**src/rtl/frame_tx_pkg.sv**
```systemverilog
// Shared types for the transmit frame sequencer: state encoding and header index width helper.
package frame_tx_pkg;

   typedef enum logic [1:0] {
      IDLE    = 2'd0,
      HEADER  = 2'd1,
      PAYLOAD = 2'd2
   } frame_tx_state_t;

   // A single-beat header still needs a 1-bit index so the mux select is never zero-width.
   function automatic int hdr_idx_w(input int beats);
      return (beats > 1) ? $clog2(beats) : 1;
   endfunction

endpackage

```
**src/rtl/frame_tx_fsm.sv**
```systemverilog
// TX frame sequencer: registered header beats (first beat one cycle after capture), then a 0-latency payload pass-through
// honouring m_tready backpressure; optional frame counter when FRAME_TX_STATS_EN is defined.
module frame_tx_fsm
   import frame_tx_pkg::*;
#(
   parameter int DATA_W    = 64,
   parameter int HDR_BEATS = 2
) (
   input  logic                        clk,
   input  logic                        rst_n,
   input  logic [HDR_BEATS*DATA_W-1:0] hdr_data,
   input  logic                        hdr_valid,
   output logic                        hdr_ready,
   input  logic [DATA_W-1:0]           s_tdata,
   input  logic                        s_tvalid,
   output logic                        s_tready,
   input  logic                        s_tlast,
   output logic [DATA_W-1:0]           m_tdata,
   output logic                        m_tvalid,
   input  logic                        m_tready,
   output logic                        m_tlast,
   output logic                        frame_start,
   output logic                        frame_end,
   output logic                        in_header,
   output logic                        in_payload
`ifdef FRAME_TX_STATS_EN
   ,
   output logic [31:0]                 frame_count
`endif
);

   localparam int                IDX_W    = hdr_idx_w(HDR_BEATS);
   localparam int                HDR_W    = HDR_BEATS * DATA_W;
   localparam logic [IDX_W-1:0]  LAST_IDX = IDX_W'(HDR_BEATS - 1);

   frame_tx_state_t   state_q;
   frame_tx_state_t   state_d;
   logic [HDR_W-1:0]  hdr_q;
   logic [IDX_W-1:0]  idx_q;
   logic              hdr_fire;
   logic              hbeat_fire;
   logic [DATA_W-1:0] hdr_beat;

   assign hdr_beat   = hdr_q[idx_q*DATA_W +: DATA_W];
   assign in_header  = (state_q == HEADER);
   assign in_payload = (state_q == PAYLOAD);

   always_ff @(posedge clk or negedge rst_n) begin
      if (!rst_n) begin
         state_q <= IDLE;
         hdr_q   <= '0;
         idx_q   <= '0;
      end else begin
         state_q <= state_d;
         if (hdr_fire) begin
            hdr_q <= hdr_data;
            idx_q <= '0;
         end else if (hbeat_fire && (idx_q != LAST_IDX)) begin
            // The index parks on the last beat; the next capture clears it.
            idx_q <= idx_q + IDX_W'(1);
         end
      end
   end

   always_comb begin
      state_d     = state_q;
      hdr_ready   = 1'b0;
      s_tready    = 1'b0;
      m_tdata     = '0;
      m_tvalid    = 1'b0;
      m_tlast     = 1'b0;
      frame_start = 1'b0;
      frame_end   = 1'b0;
      hdr_fire    = 1'b0;
      hbeat_fire  = 1'b0;
      case (state_q)
         IDLE: begin
            hdr_ready = 1'b1;
            if (hdr_valid) begin
               hdr_fire    = 1'b1;
               frame_start = 1'b1;
               state_d     = HEADER;
            end
         end
         HEADER: begin
            m_tdata  = hdr_beat;
            m_tvalid = 1'b1;
            if (m_tready) begin
               hbeat_fire = 1'b1;
               if (idx_q == LAST_IDX) begin
                  state_d = PAYLOAD;
               end
            end
         end
         PAYLOAD: begin
            m_tdata  = s_tdata;
            m_tvalid = s_tvalid;
            m_tlast  = s_tlast;
            s_tready = m_tready;
            if (s_tvalid && m_tready && s_tlast) begin
               frame_end = 1'b1;
               state_d   = IDLE;
            end
         end
         default: begin
            state_d = IDLE;
         end
      endcase
   end

`ifdef FRAME_TX_STATS_EN
   always_ff @(posedge clk or negedge rst_n) begin
      if (!rst_n) begin
         frame_count <= '0;
      end else if (frame_end) begin
         frame_count <= frame_count + 32'd1;
      end
   end
`endif

endmodule

```
**config.mk**
```make
export PLATFORM = sky130hd
export DESIGN_NAME = frame_tx_fsm
export DESIGN_NICKNAME = d
export VERILOG_FILES = /design/src/rtl/frame_tx_pkg.sv /design/src/rtl/frame_tx_fsm.sv
export SDC_FILE = /design/constraint.sdc
export NUM_CORES = 1
export LEC_CHECK = 0
export ABC_AREA = 1
export ABC_CLOCK_PERIOD_IN_PS = 1800
export CAP_MARGIN = 20
export CORE_MARGIN = 2
export CORE_UTILIZATION = 55
export CTS_CLUSTER_SIZE = 24
export DETAILED_ROUTE_END_ITERATION = 10
export DONT_BUFFER_PORTS = 1
export HOLD_SLACK_MARGIN = 0.12
export PLACE_DENSITY_LB_ADDON = 0.12
export SLEW_MARGIN = 20
export SYNTH_ARGS = -nofsm -noshare
export SYNTH_HDL_FRONTEND = slang
export SYNTH_SLANG_ARGS = --single-unit
```
**constraint.sdc**
```tcl
create_clock -name clk -period 1.8 [get_ports clk]
set_input_delay 0.18 -clock clk [delete_from_list [all_inputs] [get_ports clk]]
set_output_delay 0.18 -clock clk [all_outputs]
set_load 0.1 [all_outputs]
```
==> impl_metrics.ini, run 1 <==
[synth]
syn_area_um2 = 6793
synth-warning-count = 0
netlist.top_cell.by_area = sky130_fd_sc_hd__dfrtp_1
synth-seq-area-share_pct = 48.26
ys_top_cells_by_area = sky130_fd_sc_hd__dfrtp_1 (48%), sky130_fd_sc_hd__nand2_1 (25%), sky130_fd_sc_hd__nor2_1 (7.0%)
postSynthAreaPerCell_um2 = 6.820
gate_count_post_synth = 996
syn_nets = 1199
synthDistinctLibCells = 15
synth.ff_latch_count = 131
area_fraction_of_the_dominant_cell_type_after_synthesis_pct = 48.26

[status]
run_status = aborted with a tool error
stop_error = [ERROR DPL-0033] detailed placement checks failed during check placement.
stop_stage = 4_1_cts

[clocking]
cts_made_buffers = 17
ctsResizeCount = 76
post_cts_buffers = 16
clock_sink_count = 131
htree_num_levels = 4
clockRootBuffer = sky130_fd_sc_hd__clkbuf_16
clk_path_buf_depth = 2
cts_hold_repair.buffers = 130

[floorplanning]
rows = 40
chipWidth_um = 115.1
die_height_um = 115.1
floorplan.initialDensity_pct = 56.55
top_ports = 270

[placed_design]
detailedPlace.worstSlack_ps = 53.53
dp_hpwl_mm = 13.58
gpl.final_weighted_congestion = 0.8283
detailed_place.area_um2 = 9226
port_buffers = 0
## metrics by stage
| stage | setup TNS, ps | hold slack (ps) | instances |
|---|---|---|---|
| after detailed placement | 0 | -112.5 | 1180 |
| after global placement | 0 | -112.4 | 1180 |
| after floorplan | -24920 | -115.6 | 996 |
## cell families after synthesis
logic type	Yosys count	synth area share (%)
compound gates	131	9.652
flops	131	48.26
simple gates	592	32.82
fa+ha+maj	5	0.9210
buf+inv	137	8.344
## Yosys cell counts
cell	n
sky130_fd_sc_hd__ha_1	5
sky130_fd_sc_hd__buf_1	7
sky130_fd_sc_hd__buf_2	30
sky130_fd_sc_hd__nand4_1	2
sky130_fd_sc_hd__inv_2	1
sky130_fd_sc_hd__nor2_1	127
sky130_fd_sc_hd__nand3_1	2
sky130_fd_sc_hd__a21oi_1	65
sky130_fd_sc_hd__buf_4	4
sky130_fd_sc_hd__clkbuf_1	21
sky130_fd_sc_hd__o21ai_0	65
sky130_fd_sc_hd__o21ai_1	1
sky130_fd_sc_hd__nand2_1	461
sky130_fd_sc_hd__inv_1	74
sky130_fd_sc_hd__dfrtp_1	131
==> run 2: changes to the inputs <==
Settings changed: CORE_UTILIZATION 55 to 40, CTS_CLUSTER_SIZE 24 to not set, HOLD_SLACK_MARGIN 0.12 to not set, PLACE_DENSITY_LB_ADDON 0.12 to 0.15.
==> run 2 against run 1 <==
Compared with the run above:
- the flow now finishes, with violations (hold timing, setup timing)
- synthesized cell count unchanged
- area after synthesis unchanged
==> impl_metrics.ini, run 2 <==
[synth]
syn_area_um2 = 6793
yosysMostFrequentCell = sky130_fd_sc_hd__nand2_1
postSynth.asyncResetShare_pct = 100.0
area_fraction_of_the_dominant_cell_type_after_synthesis_pct = 48.26
netlist.top_cell.by_area = sky130_fd_sc_hd__dfrtp_1
syn_nets = 1199
synth-seq-area-share_pct = 48.26
gate_count_post_synth = 996
synth.ff_latch_count = 131
ys_dominant_reg_cell = sky130_fd_sc_hd__dfrtp_1
postSynthAreaPerCell_um2 = 6.820
ys_top_cells_by_area = sky130_fd_sc_hd__dfrtp_1 (48%), sky130_fd_sc_hd__nand2_1 (25%), sky130_fd_sc_hd__nor2_1 (7.0%)
netlist_top_cells_count = sky130_fd_sc_hd__nand2_1 (461), sky130_fd_sc_hd__dfrtp_1 (131), sky130_fd_sc_hd__nor2_1 (127), sky130_fd_sc_hd__inv_1 (74)
synth_enable_flop_cells = 0
synthDistinctLibCells = 15
synth-warning-count = 0

[grt]
grt_busiest_layer = met2
grt_remaining_overflow = 0
grt_max_degree = 132
grt_pass1_wl_mm = 36.79
globalRouteTotalUtil_pct = 25.99
antenna_found_initial = 0
met3_usage_pct = 5.820
first_global_vias = 7276
global_route.usage.met1_pct = 32.56
met2_usage_pct = 44.19

[setup_path]
cp_max_fo = 32
ff2ff_path_depth = 9
setup.reg_to_reg.worst_slack_ps = 80
critical_path.reg2reg.endpoint = hdr_q[65]
setup.worst_path.start_class = flip-flop
critPathArrivalTime_ps = 1940
cp_data_required_time_ps = 1620
critical_path.reg2reg.startpoint = state_q[1]
endpoint_kind = output pin
path_class = reg2out

[sta]
worst-slew-pin-transition_ps = 315.2
fmaxAchievable_mhz = 472.3
skew_ps = 7.125
max_slew_margin_pct = 78.99
setup_tns_ps = -17480
fin_hold_ws_ps = -533.0
finalSetupViolCount = 67
min_period_over_period_pct = 117.6
timing.final.hold_violations = 131
final_period_minus_worst_setup_slack_ps = 2117
setup_slack_ps = -317.1
slew_viols_final = 0
grt_setup_unrepaired = yes

[floorplanning]
floorplan.initialDensity_pct = 40.96
chipWidth_um = 134.3
top_ports = 270
rows = 47
die_height_um = 134.3
core_footprint_um2 = 16580
die_area_um2 = 18040

[detailed_routing]
via_per_inst = 5.005
dr_total_vias = 7192
drt_first_pass_iters = 5
drt.antenna.violating_nets = 0
route.detailed.wl_per_inst_um = 17.60
detailedRoute.firstIterationViolations = 430
routed_wirelength_mm = 25.29
route.detailed.drc = 0

[status]
violations = hold timing, setup timing
run_status = finished with violations

[cells_and_area]
largest_reg_flops = 128
final_cell_mix = sky130_fd_sc_hd__nand2_1 (430), sky130_fd_sc_hd__dlygate4sd3_1 (130), sky130_fd_sc_hd__dfrtp_1 (129)
mostFrequentLayoutCell = sky130_fd_sc_hd__nand2_1
n_fill_cell = 1249
post-route-util_pct = 72.32
antenna_cells_inserted = 0
area_growth_syn_to_layout_pct = 76.55
drive_gt1_share_pct = 23.83
max_flop_register = hdr_q
design.final.nets = 1407
top_regs = hdr_q: 128 flops, state_q: 2 flops, idx_q: 1 flops

[placed_design]
port_buffers = 0
dp_hpwl_mm = 13.96
detailedPlace.worstSlack_ps = 45.23
gpl.final_weighted_congestion = 0.7886

[clocking]
clk_path_buf_depth = 2
cts_made_buffers = 17
clockRootBuffer = sky130_fd_sc_hd__clkbuf_16
htree_num_levels = 4
cts_hold_repair.buffers = 130
tritoncts = yes
clock_sink_count = 131
cts_clock_pin_slew_for_the_worst_setup_and_hold_paths_ps = 50
worstSkewPairLatency_ps = 410

[worst_hold_path]
holdCritPathClass = in2async

[run]
drv.max_cap_violation_count = 0

[pwr]
largest_vdd_supply_drop_v = 0.001445
power_leakage_nw = 5.164
p_total_mw = 25.25
power.density_cell_area_nw_per_um2 = 2106
-- run 2: cell counts after synthesis --
Identical to the previous run, type by type.
-- run 2: cells by family (layout without fill, tap and decap cells) --
logic type,Yosys count,in the layout,share of synthesized area (%)
buffers and inverters,137,358,8.344
AND/OR/NAND/NOR,592,592,32.82
flip-flops,131,131,48.26
adder cells (fa/ha/maj),5,5,0.9210
AO/OA/AOI/OAI,131,131,9.652
-- run 2: worst max path at each step --
stage	startpoint	end
2_1_floorplan	state_q[1]	m_tdata[26]
3_3_place_gp	state_q[0]	m_tdata[54]
3_5_place_dp	state_q[0]	m_tdata[11]
4_1_cts	state_q[1]	m_tdata[16]
5_1_grt	state_q[0]	m_tdata[6]
6_report	state_q[0]	m_tdata[35]
-- run 2: cell type report --
class | count | area, µm² | area share (%)
Multi-Input combinational cell | 728 | 3988 | 33.25
Timing Repair Buffer | 248 | 3511 | 29.27
Sequential cell | 131 | 3283 | 27.38
Clock buffer | 23 | 478.0 | 3.985
Inverter | 75 | 330.3 | 2.754
Tap cell | 220 | 275.3 | 2.295
Clock inverter | 9 | 80.08 | 0.6677
Timing Repair inverter | 3 | 47.55 | 0.3965
-- run 2: per-stage QoR --
step / cells / area [µm²]
2_1_floorplan: 996 / 7687
3_3_place_gp: 1245 / 9233
3_5_place_dp: 1245 / 9233
4_1_cts: 1420 / 11510
5_1_grt: 1437 / 11990
6_report: 1437 / 11990
-- run 2: worst max-delay path, cell delays in order, from the launching register on --
cell                      delay, ps
sky130_fd_sc_hd__dfrtp_2        400
sky130_fd_sc_hd__buf_6          120
sky130_fd_sc_hd__ha_4           160
sky130_fd_sc_hd__buf_12         150
sky130_fd_sc_hd__inv_16          80
sky130_fd_sc_hd__nor2_2         160
sky130_fd_sc_hd__nand2_2         90
sky130_fd_sc_hd__a21oi_4        160
sky130_fd_sc_hd__buf_12         190
-- run 2: layer usage --
layer	wire length, µm	part of all wire (%)
met5	0	0
met4	538	2.1
met3	1551	6.1
met2	12680	50
met1	10520	42
-- run 2: timing repair --
item,CTS,global route
gates resized for setup,70,51
hold endpoints to repair,261,131
pin swaps,85,31
gates cloned,5,11
setup buffers,8,7
endpoints found under the setup margin,70,71
-- run 2: where the power goes --
group / total, mW / switching (mW) / internal (mW)
clock network: 3.26 / 1.26 / 2.00
registers: 5.02 / 0.650 / 4.37
logic: 17.0 / 10.9 / 6.08
No activity file was read; power rests on OpenSTA's default activity.
==> run 3: changes to the inputs <==
Settings changed: ABC_CLOCK_PERIOD_IN_PS 1800 to not set.
Clock period 1.8 ns to 2.38 ns, I/O delays scaled along.
==> run 3 against run 2 <==
Compared with the run above:
- the flow finishes with violations (hold timing)
- setup slack better by 410 ps
- design area down 6.4%
- critical path depth down 2
- clock-buffer cell count down 3
- clock skew up 0.62 ps
- non-clock buffer count down 27
- via count down 4.7%
- sequential cell count unchanged
- clock power down 6.4%
- combinational power down 35%
- cell count down 2.1%
- power down 29%
- largest cell class unchanged
- largest power group unchanged
- highest routed layer is now met5
==> impl_metrics.ini, run 3 (synthesis gave the netlist of run 2 again) <==
[grt]
grt_pass1_wl_mm = 34.97
met3_usage_pct = 5.291
global_route.usage.met1_pct = 31.69
grt_busiest_layer = met2
globalRouteTotalUtil_pct = 24.36
grt_max_degree = 132
grt_remaining_overflow = 0
first_global_vias = 6980
met2_usage_pct = 40.70
antenna_found_initial = 1

[sta]
fmaxAchievable_mhz = 437.1
min_period_over_period_pct = 96.13
finalSetupViolCount = 0
timing.final.hold_violations = 131
max_slew_margin_pct = 49.70
worst-slew-pin-transition_ps = 754.5
fin_hold_ws_ps = -492.4
final_period_minus_worst_setup_slack_ps = 2288
skew_ps = 7.750
slew_viols_final = 0
grt_setup_unrepaired = no
setup_tns_ps = 0

[setup_path]
cp_max_fo = 21
setup.reg_to_reg.worst_slack_ps = 580
cp_slowest_cell = sky130_fd_sc_hd__dfrtp_2
critical_path_cell_count = 6
path_class = reg2out
path_buf_inv = 4
worstSetupStartpoint = state_q[0]
setup.worst_path.start_class = flip-flop
cp_data_required_time_ps = 2140
critical_path.reg2reg.startpoint = state_q[0]
ff2ff_path_depth = 6
critical_path.reg2reg.endpoint = idx_q
endpoint_kind = output pin
crit_family = buffers and inverters
cpPeakStageDelay_ps = 420
worstPathCellList = inv_2, ha_1, bufinv_16, buf_16, a21oi_4, buf_12
critPathArrivalTime_ps = 2050

[status]
run_status = finished with violations
violations = hold timing

[cells_and_area]
area_growth_syn_to_layout_pct = 65.28
max_flop_register = hdr_q
design.final.nets = 1377
largest_reg_flops = 128
fin_cells = 1407
drive_gt1_share_pct = 17.10
final_cell_mix = sky130_fd_sc_hd__nand2_1 (459), sky130_fd_sc_hd__dfrtp_1 (129), sky130_fd_sc_hd__dlygate4sd3_1 (127)
post-route-cell-area_um2 = 11230
antenna_cells_inserted = 0
mostFrequentLayoutCell = sky130_fd_sc_hd__nand2_1
top_regs = hdr_q: 128 flops, state_q: 2 flops, idx_q: 1 flops

[clocking]
clk_path_buf_depth = 2
htree_num_levels = 4
worstSkewPairLatency_ps = 420
tritoncts = yes
clock_sink_count = 131
cts_made_buffers = 17
clockRootBuffer = sky130_fd_sc_hd__clkbuf_16
cts_hold_repair.buffers = 127
cts_clock_pin_slew_for_the_worst_setup_and_hold_paths_ps = 60

[placed_design]
detailed_place.area_um2 = 9175
numPlacedInstances = 1245
port_buffers = 0
dp_hpwl_mm = 13.93
gpl.final_weighted_congestion = 0.8062

[detailed_routing]
via_per_inst = 4.870
drt.antenna.violating_nets = 0
dr_total_vias = 6852
drt_first_pass_iters = 4
route.detailed.drc = 0
route.detailed.wl_per_inst_um = 15.32
routed_wirelength_mm = 21.56
detailedRoute.firstIterationViolations = 363

[pwr]
p_total_mw = 17.82
power_leakage_nw = 4.912
power.density_cell_area_nw_per_um2 = 1587
largest_vdd_supply_drop_v = 0.0009936

[floorplanning]
rows = 47
chipWidth_um = 134.3
top_ports = 270
die_height_um = 134.3
floorplan.initialDensity_pct = 40.96
die_area_um2 = 18040
core_footprint_um2 = 16580

[run]
drv.max_cap_violation_count = 0

[worst_hold_path]
holdCritPathClass = in2async
-- run 3: cell types whose count changed in the layout (fill, tap and decap cells not counted), moves of 6 or more --
cell,previous run,this run
sky130_fd_sc_hd__nor2_2,16,1
sky130_fd_sc_hd__buf_6,6,0
sky130_fd_sc_hd__clkbuf_16,25,17
sky130_fd_sc_hd__nor2_1,96,125
sky130_fd_sc_hd__buf_12,80,73
sky130_fd_sc_hd__nor2_4,15,1
sky130_fd_sc_hd__buf_16,8,2
sky130_fd_sc_hd__bufinv_16,1,7
sky130_fd_sc_hd__nand2_2,28,2
sky130_fd_sc_hd__nand2_1,430,459
-- run 3: through the flow --
stage          hold WS, ps  util (%)  setup slack (ps)
6_report            -492.4     67.70             92.22
5_1_grt             -512.2     67.70             35.49
4_1_cts             -508.1     67.23             25.98
3_5_place_dp        -54.45     55.33             359.7
3_3_place_gp        -53.90     55.33             381.9
2_1_floorplan       -57.59         -            -163.9
-- run 3: metal layers --
| layer | up-vias | share of wire (%) |
|---|---|---|
| li1 | 3378 | - |
| met2 | 229 | 49 |
| met3 | 29 | 5.8 |
| met4 | 2 | 1.7 |
| met1 | 3214 | 43 |
| met5 | - | 0.037 |
-- run 3: timing repair --
item,CTS,global route
setup buffers,1,2
hold endpoints to repair,258,131
setup endpoints to repair,42,41
gates resized for setup,1,10
pin swaps,0,1
-- run 3: area by class of cell --
class	count	area (µm²)
multi-input combinational	728	3720
clock buffer	20	466.7
inverter	75	317.8
timing repair buffer	221	2938
fill	1333	5356
sequential	131	3283
tap	220	275.3
clock inverter	12	226.5
-- run 3: worst max path at each step --
stage / slack, ps / end
global route: 40 / m_tdata[24]
global placement: 380 / m_tdata[58]
finish: 90 / m_tdata[40]
detailed placement: 360 / m_tdata[58]
floorplan: -160 / frame_start
CTS: 30 / m_tdata[63]
-- run 3: power by group --
group	internal, mW	total, mW	switching [mW]
clock	2.05	3.05	0.998
combinational	3.66	11.0	7.32
sequential	3.30	3.79	0.493
total	9.01	17.8	8.81
